File: src/rtl/ppu_vram_arb_if.sv
// Bus bundle between the PPU VRAM arbiter and its clients: render fetch port,
// CPU register port and the single-port VRAM macro.
interface ppu_vram_arb_if #(
  parameter int ADDR_W = 14,
  parameter int DATA_W = 8
);
  logic              ren_req;
  logic [ADDR_W-1:0] ren_addr;
  logic              ren_rdy;
  logic              ren_rvalid;
  logic [DATA_W-1:0] ren_rdata;
  logic              cpu_req;
  logic              cpu_we;
  logic [ADDR_W-1:0] cpu_addr;
  logic [DATA_W-1:0] cpu_wdata;
  logic              cpu_ack;
  logic [DATA_W-1:0] cpu_rdata;
  logic              vram_en;
  logic              vram_we;
  logic [ADDR_W-1:0] vram_a;
  logic [DATA_W-1:0] vram_din;
  logic [DATA_W-1:0] vram_dout;
  logic              busy;

  modport slave (
    input  ren_req, ren_addr, cpu_req, cpu_we, cpu_addr, cpu_wdata, vram_dout,
    output ren_rdy, ren_rvalid, ren_rdata, cpu_ack, cpu_rdata,
           vram_en, vram_we, vram_a, vram_din, busy
  );

  modport master (
    output ren_req, ren_addr, cpu_req, cpu_we, cpu_addr, cpu_wdata, vram_dout,
    input  ren_rdy, ren_rvalid, ren_rdata, cpu_ack, cpu_rdata,
           vram_en, vram_we, vram_a, vram_din, busy
  );
endinterface

File: src/rtl/ppu_vram_arb.sv
// PPU VRAM arbiter: render fetch has priority, CPU accesses get a slot after
// CPU_STARVE_MAX render grants. Define PPU_VRAM_ARB_RDBUF_EN for the $2007 read buffer.
module ppu_vram_arb #(
  parameter int ADDR_W         = 14,
  parameter int DATA_W         = 8,
  parameter int CPU_STARVE_MAX = 8
) (
  input  logic             clk,
  input  logic             rst_n,
  ppu_vram_arb_if.slave    bus
);

  typedef enum logic [2:0] {
    C_IDLE, C_PEND, C_ISSUE, C_WAIT, C_ACK, C_DONE
  } cstate_t;

  localparam logic [3:0] STARVE_MAX = 4'(CPU_STARVE_MAX);

  cstate_t           state, state_nx;
  logic [3:0]        starve_cnt;
  logic              cpu_grant, ren_grant;
  logic [1:0]        vld_pipe, own_pipe;  // own: 1 = CPU read
  logic              cpu_ret;
  logic [DATA_W-1:0] cpu_fetch;
  logic              vram_en_q, vram_we_q, ren_rvalid_q;
  logic [ADDR_W-1:0] vram_a_q;
  logic [DATA_W-1:0] vram_din_q, ren_rdata_q, cpu_rdata_q;

  assign cpu_grant = (state == C_PEND) && (!bus.ren_req || starve_cnt == STARVE_MAX);
  assign ren_grant = bus.ren_req && !cpu_grant;

  // Gated by rst_n so the combinational ready also reads 0 while in reset.
  assign bus.ren_rdy    = ren_grant & rst_n;
  assign bus.ren_rvalid = ren_rvalid_q;
  assign bus.ren_rdata  = ren_rdata_q;
  assign bus.cpu_ack    = (state == C_ACK);
  assign bus.cpu_rdata  = cpu_rdata_q;
  assign bus.vram_en    = vram_en_q;
  assign bus.vram_we    = vram_we_q;
  assign bus.vram_a     = vram_a_q;
  assign bus.vram_din   = vram_din_q;
  assign bus.busy       = (state != C_IDLE);

  always_comb begin
    state_nx = state;
    unique case (state)
      C_IDLE:  if (bus.cpu_req) state_nx = C_PEND;
      C_PEND:  if (cpu_grant)   state_nx = C_ISSUE;
      C_ISSUE: state_nx = bus.cpu_we ? C_ACK : C_WAIT;
      C_WAIT:  if (cpu_ret)     state_nx = C_ACK;
      C_ACK:   state_nx = C_DONE;
      C_DONE:  if (!bus.cpu_req) state_nx = C_IDLE;
      default: state_nx = C_IDLE;
    endcase
  end

  always_ff @(posedge clk or negedge rst_n) begin
    if (!rst_n) begin
      state      <= C_IDLE;
      starve_cnt <= '0;
    end else begin
      state <= state_nx;
      if (state != C_PEND || cpu_grant)
        starve_cnt <= '0;
      else if (ren_grant && starve_cnt != STARVE_MAX)
        starve_cnt <= starve_cnt + 4'd1;
    end
  end

  // VRAM request registers: address/data hold on idle cycles.
  always_ff @(posedge clk or negedge rst_n) begin
    if (!rst_n) begin
      vram_en_q  <= 1'b0;
      vram_we_q  <= 1'b0;
      vram_a_q   <= '0;
      vram_din_q <= '0;
    end else begin
      vram_en_q <= cpu_grant | ren_grant;
      vram_we_q <= cpu_grant & bus.cpu_we;
      if (cpu_grant) begin
        vram_a_q   <= bus.cpu_addr;
        vram_din_q <= bus.cpu_wdata;
      end else if (ren_grant) begin
        vram_a_q   <= bus.ren_addr;
      end
    end
  end

  // Read tags follow the access: stage 1 lines up with vram_dout.
  always_ff @(posedge clk or negedge rst_n) begin
    if (!rst_n) begin
      vld_pipe     <= '0;
      own_pipe     <= '0;
      ren_rvalid_q <= 1'b0;
      ren_rdata_q  <= '0;
      cpu_ret      <= 1'b0;
      cpu_fetch    <= '0;
    end else begin
      vld_pipe     <= {vld_pipe[0], ren_grant | (cpu_grant & ~bus.cpu_we)};
      own_pipe     <= {own_pipe[0], cpu_grant};
      ren_rvalid_q <= vld_pipe[1] & ~own_pipe[1];
      cpu_ret      <= vld_pipe[1] & own_pipe[1];
      if (vld_pipe[1] && !own_pipe[1]) ren_rdata_q <= bus.vram_dout;
      if (vld_pipe[1] &&  own_pipe[1]) cpu_fetch   <= bus.vram_dout;
    end
  end

`ifdef PPU_VRAM_ARB_RDBUF_EN
  logic [DATA_W-1:0] rdbuf;
  logic              is_pal;

  // Palette space bypasses the buffer, but the buffer is still refilled.
  assign is_pal = ((bus.cpu_addr >> 8) == ADDR_W'(8'h3F));

  always_ff @(posedge clk or negedge rst_n) begin
    if (!rst_n) begin
      rdbuf       <= '0;
      cpu_rdata_q <= '0;
    end else if (state == C_WAIT && cpu_ret) begin
      rdbuf       <= cpu_fetch;
      cpu_rdata_q <= is_pal ? cpu_fetch : rdbuf;
    end
  end
`else
  always_ff @(posedge clk or negedge rst_n) begin
    if (!rst_n)
      cpu_rdata_q <= '0;
    else if (state == C_WAIT && cpu_ret)
      cpu_rdata_q <= cpu_fetch;
  end
`endif

endmodule

File: src/flat_wrapper.sv
// flat-port wrapper written by rule: the top's interface ports become plain ports
module ppu_vram_arb_flat 
#(
  parameter int ADDR_W         = 14,
  parameter int DATA_W         = 8,
  parameter int CPU_STARVE_MAX = 8
)
  (clk, rst_n, bus_ren_req, bus_ren_addr, bus_cpu_req, bus_cpu_we, bus_cpu_addr, bus_cpu_wdata, bus_vram_dout, bus_ren_rdy, bus_ren_rvalid, bus_ren_rdata, bus_cpu_ack, bus_cpu_rdata, bus_vram_en, bus_vram_we, bus_vram_a, bus_vram_din, bus_busy);
  ppu_vram_arb_if #(.ADDR_W(ADDR_W), .DATA_W(DATA_W)) bus_i ();
  input  logic clk;
  input  logic rst_n;
  input wire logic [$bits(bus_i.ren_req)-1:0] bus_ren_req;
  input wire logic [$bits(bus_i.ren_addr)-1:0] bus_ren_addr;
  input wire logic [$bits(bus_i.cpu_req)-1:0] bus_cpu_req;
  input wire logic [$bits(bus_i.cpu_we)-1:0] bus_cpu_we;
  input wire logic [$bits(bus_i.cpu_addr)-1:0] bus_cpu_addr;
  input wire logic [$bits(bus_i.cpu_wdata)-1:0] bus_cpu_wdata;
  input wire logic [$bits(bus_i.vram_dout)-1:0] bus_vram_dout;
  output wire logic [$bits(bus_i.ren_rdy)-1:0] bus_ren_rdy;
  output wire logic [$bits(bus_i.ren_rvalid)-1:0] bus_ren_rvalid;
  output wire logic [$bits(bus_i.ren_rdata)-1:0] bus_ren_rdata;
  output wire logic [$bits(bus_i.cpu_ack)-1:0] bus_cpu_ack;
  output wire logic [$bits(bus_i.cpu_rdata)-1:0] bus_cpu_rdata;
  output wire logic [$bits(bus_i.vram_en)-1:0] bus_vram_en;
  output wire logic [$bits(bus_i.vram_we)-1:0] bus_vram_we;
  output wire logic [$bits(bus_i.vram_a)-1:0] bus_vram_a;
  output wire logic [$bits(bus_i.vram_din)-1:0] bus_vram_din;
  output wire logic [$bits(bus_i.busy)-1:0] bus_busy;
  assign bus_i.ren_req = bus_ren_req;
  assign bus_i.ren_addr = bus_ren_addr;
  assign bus_i.cpu_req = bus_cpu_req;
  assign bus_i.cpu_we = bus_cpu_we;
  assign bus_i.cpu_addr = bus_cpu_addr;
  assign bus_i.cpu_wdata = bus_cpu_wdata;
  assign bus_i.vram_dout = bus_vram_dout;
  assign bus_ren_rdy = bus_i.ren_rdy;
  assign bus_ren_rvalid = bus_i.ren_rvalid;
  assign bus_ren_rdata = bus_i.ren_rdata;
  assign bus_cpu_ack = bus_i.cpu_ack;
  assign bus_cpu_rdata = bus_i.cpu_rdata;
  assign bus_vram_en = bus_i.vram_en;
  assign bus_vram_we = bus_i.vram_we;
  assign bus_vram_a = bus_i.vram_a;
  assign bus_vram_din = bus_i.vram_din;
  assign bus_busy = bus_i.busy;
  ppu_vram_arb #(.ADDR_W(ADDR_W), .DATA_W(DATA_W), .CPU_STARVE_MAX(CPU_STARVE_MAX)) u_core (.clk(clk), .rst_n(rst_n), .bus(bus_i));
endmodule
File: config.mk
export PLATFORM = sky130hd
export DESIGN_NAME = ppu_vram_arb_flat
export DESIGN_NICKNAME = d
export VERILOG_FILES = /design/src/rtl/ppu_vram_arb_if.sv /design/src/rtl/ppu_vram_arb.sv /design/src/flat_wrapper.sv
export SDC_FILE = /design/constraint.sdc
export NUM_CORES = 1
export LEC_CHECK = 0
export ABC_AREA = 1
export CAP_MARGIN = 20
export CORE_MARGIN = 2
export CORE_UTILIZATION = 32
export CTS_CLUSTER_SIZE = 24
export DETAILED_ROUTE_END_ITERATION = 10
export PLACE_DENSITY = 0.63
export SYNTH_ARGS = -nofsm -noshare
export SYNTH_HDL_FRONTEND = slang
export SYNTH_SLANG_ARGS = --single-unit
File: constraint.sdc
create_clock -name clk -period 1.8 [get_ports clk]
set_input_delay 0.27 -clock clk [delete_from_list [all_inputs] [get_ports clk]]
set_output_delay 0.27 -clock clk [all_outputs]
set_load 0.03 [all_outputs]
==> results of run 1 <==
-- cell type report --
cell class | instances | area (µm²) | share of cell area [%]
Clock buffer | 12 | 155.1 | 4.005
Clock inverter | 3 | 68.82 | 1.776
Inverter | 22 | 87.58 | 2.261
Multi-Input combinational cell | 185 | 862.1 | 22.25
Sequential cell | 61 | 1526 | 39.41
Tap cell | 102 | 127.6 | 3.295
Timing Repair Buffer | 106 | 1046 | 27.00
-- state kept, by name, summed over array words and instances, names as in the netlist --
register               cells
u_core.bus.vram_we         1
u_core.bus.ren_rdata       8
u_core.cpu_fetch           8
u_core.bus.vram_a         14
u_core.own_pipe            2
u_core.state               3
u_core.vld_pipe            2
u_core.bus.ren_rvalid      1
u_core.bus.vram_din        8
u_core.bus.cpu_rdata       8
u_core.bus.vram_en         1
u_core.starve_cnt          4
u_core.cpu_ret             1
-- worst min path at each step --
stage | start | end | slack [ns] | cells after the start
3_5_place_dp | u_core.own_pipe[0] | u_core.own_pipe[1] | 0.34 | 0
5_1_grt | rst_n | u_core.bus.cpu_rdata[6] | 0.01 | 2
4_1_cts | rst_n | u_core.bus.cpu_rdata[1] | 0.02 | 2
3_3_place_gp | u_core.own_pipe[0] | u_core.own_pipe[1] | 0.33 | 0
6_report | rst_n | u_core.bus.cpu_rdata[5] | -0.01 | 2
2_1_floorplan | rst_n | u_core.bus.cpu_rdata[0] | -0.03 | 0
-- power by group through the flow --
| stage | registers, mW | logic, mW | clock network [mW] |
|---|---|---|---|
| floorplan | 2.89 | 0.902 | 0 |
| global route | 2.27 | 2.98 | 1.47 |
| global placement | 2.21 | 2.66 | 0 |
| CTS | 2.20 | 2.70 | 1.41 |
| finish | 2.20 | 2.73 | 1.37 |
| detailed placement | 2.21 | 2.69 | 0 |
-- placed cells by master (no fill, tap or decap), types with 2 or more instances in the layout --
cell type / n
nand2_1: 90
clkdlybuf4s50_1: 88
dfrtp_1: 61
nand3_1: 54
inv_1: 19
o21ai_0: 17
buf_4: 12
clkbuf_8: 11
nor2_1: 10
nand4_1: 4
inv_2: 2
clkinv_4: 2
nor2_4: 2
bufinv_16: 2
buf_12: 2
-- cells by family after synthesis --
group | after synthesis | share of synthesized area [%]
buf+inv | 34 | 6.077
fa+ha+maj | 2 | 0.9880
simple gates | 163 | 28.26
flops | 61 | 60.28
xor+xnor | 2 | 0.6918
compound gates | 18 | 3.706
-- critical path, cell delays in order, from the launching register on --
cell,delay [ns]
dfrtp_1,0.35
inv_1,0.05
ha_2,0.16
nand3b_1,0.09
nand2_1,0.07
nand2_2,0.10
clkinv_4,0.07
nor2_4,0.09
buf_6,0.13
-- what timing repair did --
action                     4_1_cts  5_1_grt
setup endpoints to repair        3        2
resized for setup                5        4
hold buffers                     0        0
buffers inserted                 1        6
-- routing by layer --
layer | vias to the layer above | GRT usage (%) | wire, µm
met2 | 62 | 24.58 | 2877
met1 | 1021 | 19.06 | 2727
met4 | 0 | 4.779 | 76
met3 | 7 | 4.882 | 337
met5 | - | 0 | 0
li1 | 1107 | - | -
-- stage by stage --
step	std cells	cell area, µm²	hold WS, ns
floorplan	280	2532	-0.02559
global placement	469	3580	0.3335
detailed placement	469	3580	0.3364
CTS	485	3817	0.01938
global route	491	3874	0.01268
finish	491	3874	-0.01080
==> flow_summary.yaml, run 1 <==
yosys:
  synth_top_area_share_pct: 60.28
  synthFlopType: "dfrtp_1"
  syn_area_mm2: 0.002532
  synth_seq_cells: 61
  post_synth_num_cell_types: 21
  ys_seq_area_share_pct: 60.28
  yosysMostFrequentCell: "nand2_1"
  ys_async_sr_fraction_pct: 100.0
  avgSynthCellArea_um2: 9.044
  synthTopCellsByCount: "90 x nand2_1, 61 x dfrtp_1, 54 x nand3_1"
  synth_edf_count: 0
  postSynthCellCount: 280
  synth_nets: 331
  synth_top_area_cell: "dfrtp_1"
  ys_top_cells_by_area: "dfrtp_1 60%, nand2_1 13%, nand3_1 11%, o21ai_0 3.4%, inv_1 2.8%"
  synth_warnings: 0
setup_path:
  crit_type: "reg -> out"
  cp-start-kind: "flip-flop"
  r2r-start: "u_core.starve_cnt[0]"
  reg2reg_depth: 10
  r2r-end: "u_core.vld_pipe[0]"
  crit_end: "bus_ren_rdy"
  cp-end-kind: "output pin"
  worstPathRequired_ns: 1.53
  arrival_ns: 1.45
  crit_fanout: 2
  rrSetupSlack_ns: 0.15
  critPathLaunch: "u_core.starve_cnt[0]"
grt:
  overflow: 0
  antenna_found_initial: 0
  grt_use_total_pct: 15.09
  grt_max_degree: 62
  grt_pass1_vias: 2249
  grt_pass1_wl_mm: 10.25
die:
  ios: 93
  coreArea_mm2: 0.007687
  die_w_um: 92.96
  die_h_um: 92.96
  start_util_pct: 32.94
  dieArea_mm2: 0.008642
  fp-row-count: 32
power:
  switchingPower_mw: 2.442
  pwr-share-clk_pct: 21.8
  p_leak_nw: 1.850
  p_comb_share_pct: 43.4
  p_sw_share_pct: 38.75
  p_int_mw: 3.860
  seqPwrFrac_pct: 34.8
  ir_drop_uv: 750.7
  power-per-cell-area_mw_per_mm2: 1627
  total_power_mw: 6.301
cells_and_area:
  area.growth.synth_to_final_pct: 52.96
  fillCellCount: 734
  drive_above_1_share_pct: 10.03
  antenna_cells: 0
  nNetsFinal: 436
  final_core_util_pct: 50.39
placement:
  dp_hpwl_mm: 4.169
  portBuffers: 92
  preCtsSetupSlack_ns: 0.1462
  gp_congestion: 0.7987
drt:
  wl_per_cell_um: 12.26
  antenna_left: 0
  drc: 0
  first_pass_iters: 4
  drt_iter0_markers: 92
  routed_via_density: 4.475
  drt-total-wl_mm: 6.018
  vias: 2197
timing:
  min_period_over_period_pct: 95.63
  timing.setup.tns_ns: 0
  hold_ws_ns: -0.01080
  rsz0062_at_grt: "yes"
  maxSlewViolCount: 0
  worst_pin_slew_ns: 0.4570
  max_slew_margin_pct: 69.46
  period_needed_ns: 1.721
  finalHoldViolCount: 3
  fmax_ghz: 0.5809
  worst_slack_ns: 0.07864
  finalSetupViolCount: 0
  clock_skew_ns: 0.009896
clocking:
  path_clk_slew_ns: 0.07
  numCtsBuffers: 9
  cts_tree: "yes"
  clkLatencyLatePin_ns: 0.33
  clock_sink_count: 61
  cts_root_buffer: "clkbuf_8"
  ctsLongestPathBuffers: 2
  cts_max_level: 3
hold_path:
  min_path_type: "in -> async"
outcome:
  violations: "hold timing"
  status: "finished, violations left"
flow_run:
  cap_violations: 0
No activity file was read; power rests on OpenSTA's default activity.
==> inputs of run 2 (changes only) <==
--- a/config.mk
+++ b/config.mk
@@ -11,7 +11,9 @@
 export CORE_UTILIZATION = 32
 export CTS_CLUSTER_SIZE = 24
 export DETAILED_ROUTE_END_ITERATION = 10
+export GPL_ROUTABILITY_DRIVEN = 0
 export PLACE_DENSITY = 0.63
+export REMOVE_ABC_BUFFERS = 1
 export SYNTH_ARGS = -nofsm -noshare
 export SYNTH_HDL_FRONTEND = slang
 export SYNTH_SLANG_ARGS = --single-unit
==> run 2 against run 1 <==
The flow now finishes without violations. Clock power shrank 27%. Non-clock buffer count is 4 lower. Routed wire length grew 3.5%. Sequential power about the same.
==> flow_summary.yaml, run 2 (same netlist as run 1, synthesis figures left out) <==
setup_path:
  max_stage_delay_ns: 0.40
  cp-end-kind: "output pin"
  crit_type: "reg -> out"
  crit_slowest_cell: "dfrtp_1"
  path_buf_inv: 3
  path_depth: 8
  worstPathCellList: "inv_1 -> ha_2 -> nand3b_1 -> nand2_1 -> nand2_2 -> inv_2 -> nor2_4 -> buf_6"
  path_delay_family: "flip-flops"
  crit_fanout: 3
  cp-start-kind: "flip-flop"
  worstPathRequired_ns: 1.53
  arrival_ns: 1.46
  reg2reg_depth: 9
hold_path:
  min_path_type: "in -> async"
drt:
  drt_iter0_markers: 145
  first_pass_iters: 4
  wl_per_cell_um: 12.76
  drt-total-wl_mm: 6.226
  vias: 2195
  routed_via_density: 4.498
  antenna_left: 0
  drc: 0
grt:
  antenna_found_initial: 0
  grt_pass1_wl_mm: 9.922
  grt_use_total_pct: 14.66
  grt_max_degree: 62
  grt_pass1_vias: 2131
  overflow: 0
clocking:
  ctsLongestPathBuffers: 2
  clkLatencyLatePin_ns: 0.33
  clock_sink_count: 61
  cts_root_buffer: "clkbuf_8"
  hold_buffers: 0
  numCtsBuffers: 9
  cts_max_level: 3
  cts_tree: "yes"
  path_clk_slew_ns: 0.06
die:
  ios: 93
  start_util_pct: 32.94
  die_h_um: 92.96
  fp-row-count: 32
  dieArea_mm2: 0.008642
  die_w_um: 92.96
  coreArea_mm2: 0.007687
placement:
  portBuffers: 92
  dp_hpwl_mm: 4.428
timing:
  finalSetupViolCount: 0
  finalHoldViolCount: 0
  rsz0062_at_grt: "yes"
  fmax_ghz: 0.5767
  timing.setup.tns_ns: 0
  hold_ws_ns: 0.005934
  maxSlewViolCount: 0
  clock_skew_ns: 0.007665
  period_needed_ns: 1.734
  max_slew_margin_pct: 70.05
  min_period_over_period_pct: 96.34
  worst_pin_slew_ns: 0.4487
outcome:
  status: "finished clean"
cells_and_area:
  fillCellCount: 749
  area.growth.synth_to_final_pct: 48.32
  nNetsFinal: 432
  regArea_mm2: 0.001526
  multiInputGateArea_um2: 862.1
  drive_above_1_share_pct: 9.326
  mostFrequentLayoutCells: "90 x nand2_1, 88 x clkdlybuf4s50_1, 61 x dfrtp_1"
  antenna_cells: 0
  mostFrequentLayoutCell: "nand2_1"
  largest_register_ffs: 14
power:
  p_leak_nw: 1.797
  ir_drop_uv: 774.4
  power-per-cell-area_mw_per_mm2: 1568
flow_run:
  cap_violations: 0
==> run 2: cell count changes in the layout (fill, tap and decap cells not counted), sizes merged <==
cell	previous run	this run
clkdlybuf4s15	1	0
bufinv	2	0
inv	21	22
clkinv	2	4
buf	16	12
clkinvlp	0	1
==> run 2: worst paths after layout <==
path	from	to	slack [ns]
worst min-delay path	rst_n	u_core.bus.vram_din[5]	0.006
worst min register to register	u_core.own_pipe[0]	u_core.own_pipe[1]	0.35
min in group clk	u_core.own_pipe[0]	u_core.own_pipe[1]	0.35
worst max-delay path	u_core.starve_cnt[1]	bus_ren_rdy	0.07
max in group asynchronous	rst_n	u_core.bus.vram_we	1.53
worst max register to register	u_core.starve_cnt[1]	u_core.bus.vram_a[9]	0.33
==> run 2: cell type report <==
| cell class | count | area share (%) |
|---|---|---|
| clock buffer | 11 | 3.498 |
| sequential | 61 | 40.64 |
| timing repair buffer | 102 | 26.58 |
| tap | 102 | 3.398 |
| inverter | 22 | 2.199 |
| multi-input combinational | 185 | 22.95 |
| clock inverter | 5 | 0.7328 |
==> run 2: per-stage QoR <==
step | instance area [µm²] | setup WS (ns) | utilization, % | power (mW) | cells
6_report | 3756 | 0.06586 | 48.86 | 5.888 | 488
5_1_grt | 3756 | -0.03596 | 48.86 | 6.277 | 488
4_1_cts | 3739 | 0.04788 | 48.63 | 5.949 | 487
3_5_place_dp | 3575 | 0.1449 | 46.50 | 4.930 | 470
3_3_place_gp | 3575 | 0.1921 | 46.50 | 4.898 | 470
2_1_floorplan | 2461 | -0.3051 | - | 3.718 | 268
==> run 2: per-layer routing <==
metal  GRT usage, %  up-vias  part of all wire [%]
met5              0        -                     0
met4          7.721        0                   2.1
met3          3.092       12                   3.8
met2          22.89       49                    49
met1          19.14     1029                    45
li1               -     1105                     -
==> run 2: repair_timing <==
| action | 4_1_cts | 5_1_grt |
|---|---|---|
| gates cloned | 0 | 0 |
| setup endpoints to repair | 3 | 2 |
| setup buffers | 1 | 1 |
| gates resized for setup | 2 | 6 |
| pin swaps | 0 | 1 |
==> run 2: power by group <==
group	switching, mW	total, mW	internal (mW)
combinational	1.61	2.68	1.08
clock	0.507	0.997	0.490
sequential	0.321	2.21	1.89
total	2.44	5.89	3.45
==> run 2: worst reg2reg max path, delay by kind of cell, from the launching register on <==
kind,cells,cell delay [ns]
flip-flops,1,0.40
buffers and inverters,3,0.41
adder cells (fa/ha/maj),1,0.16
AND/OR/NAND/NOR,5,0.45
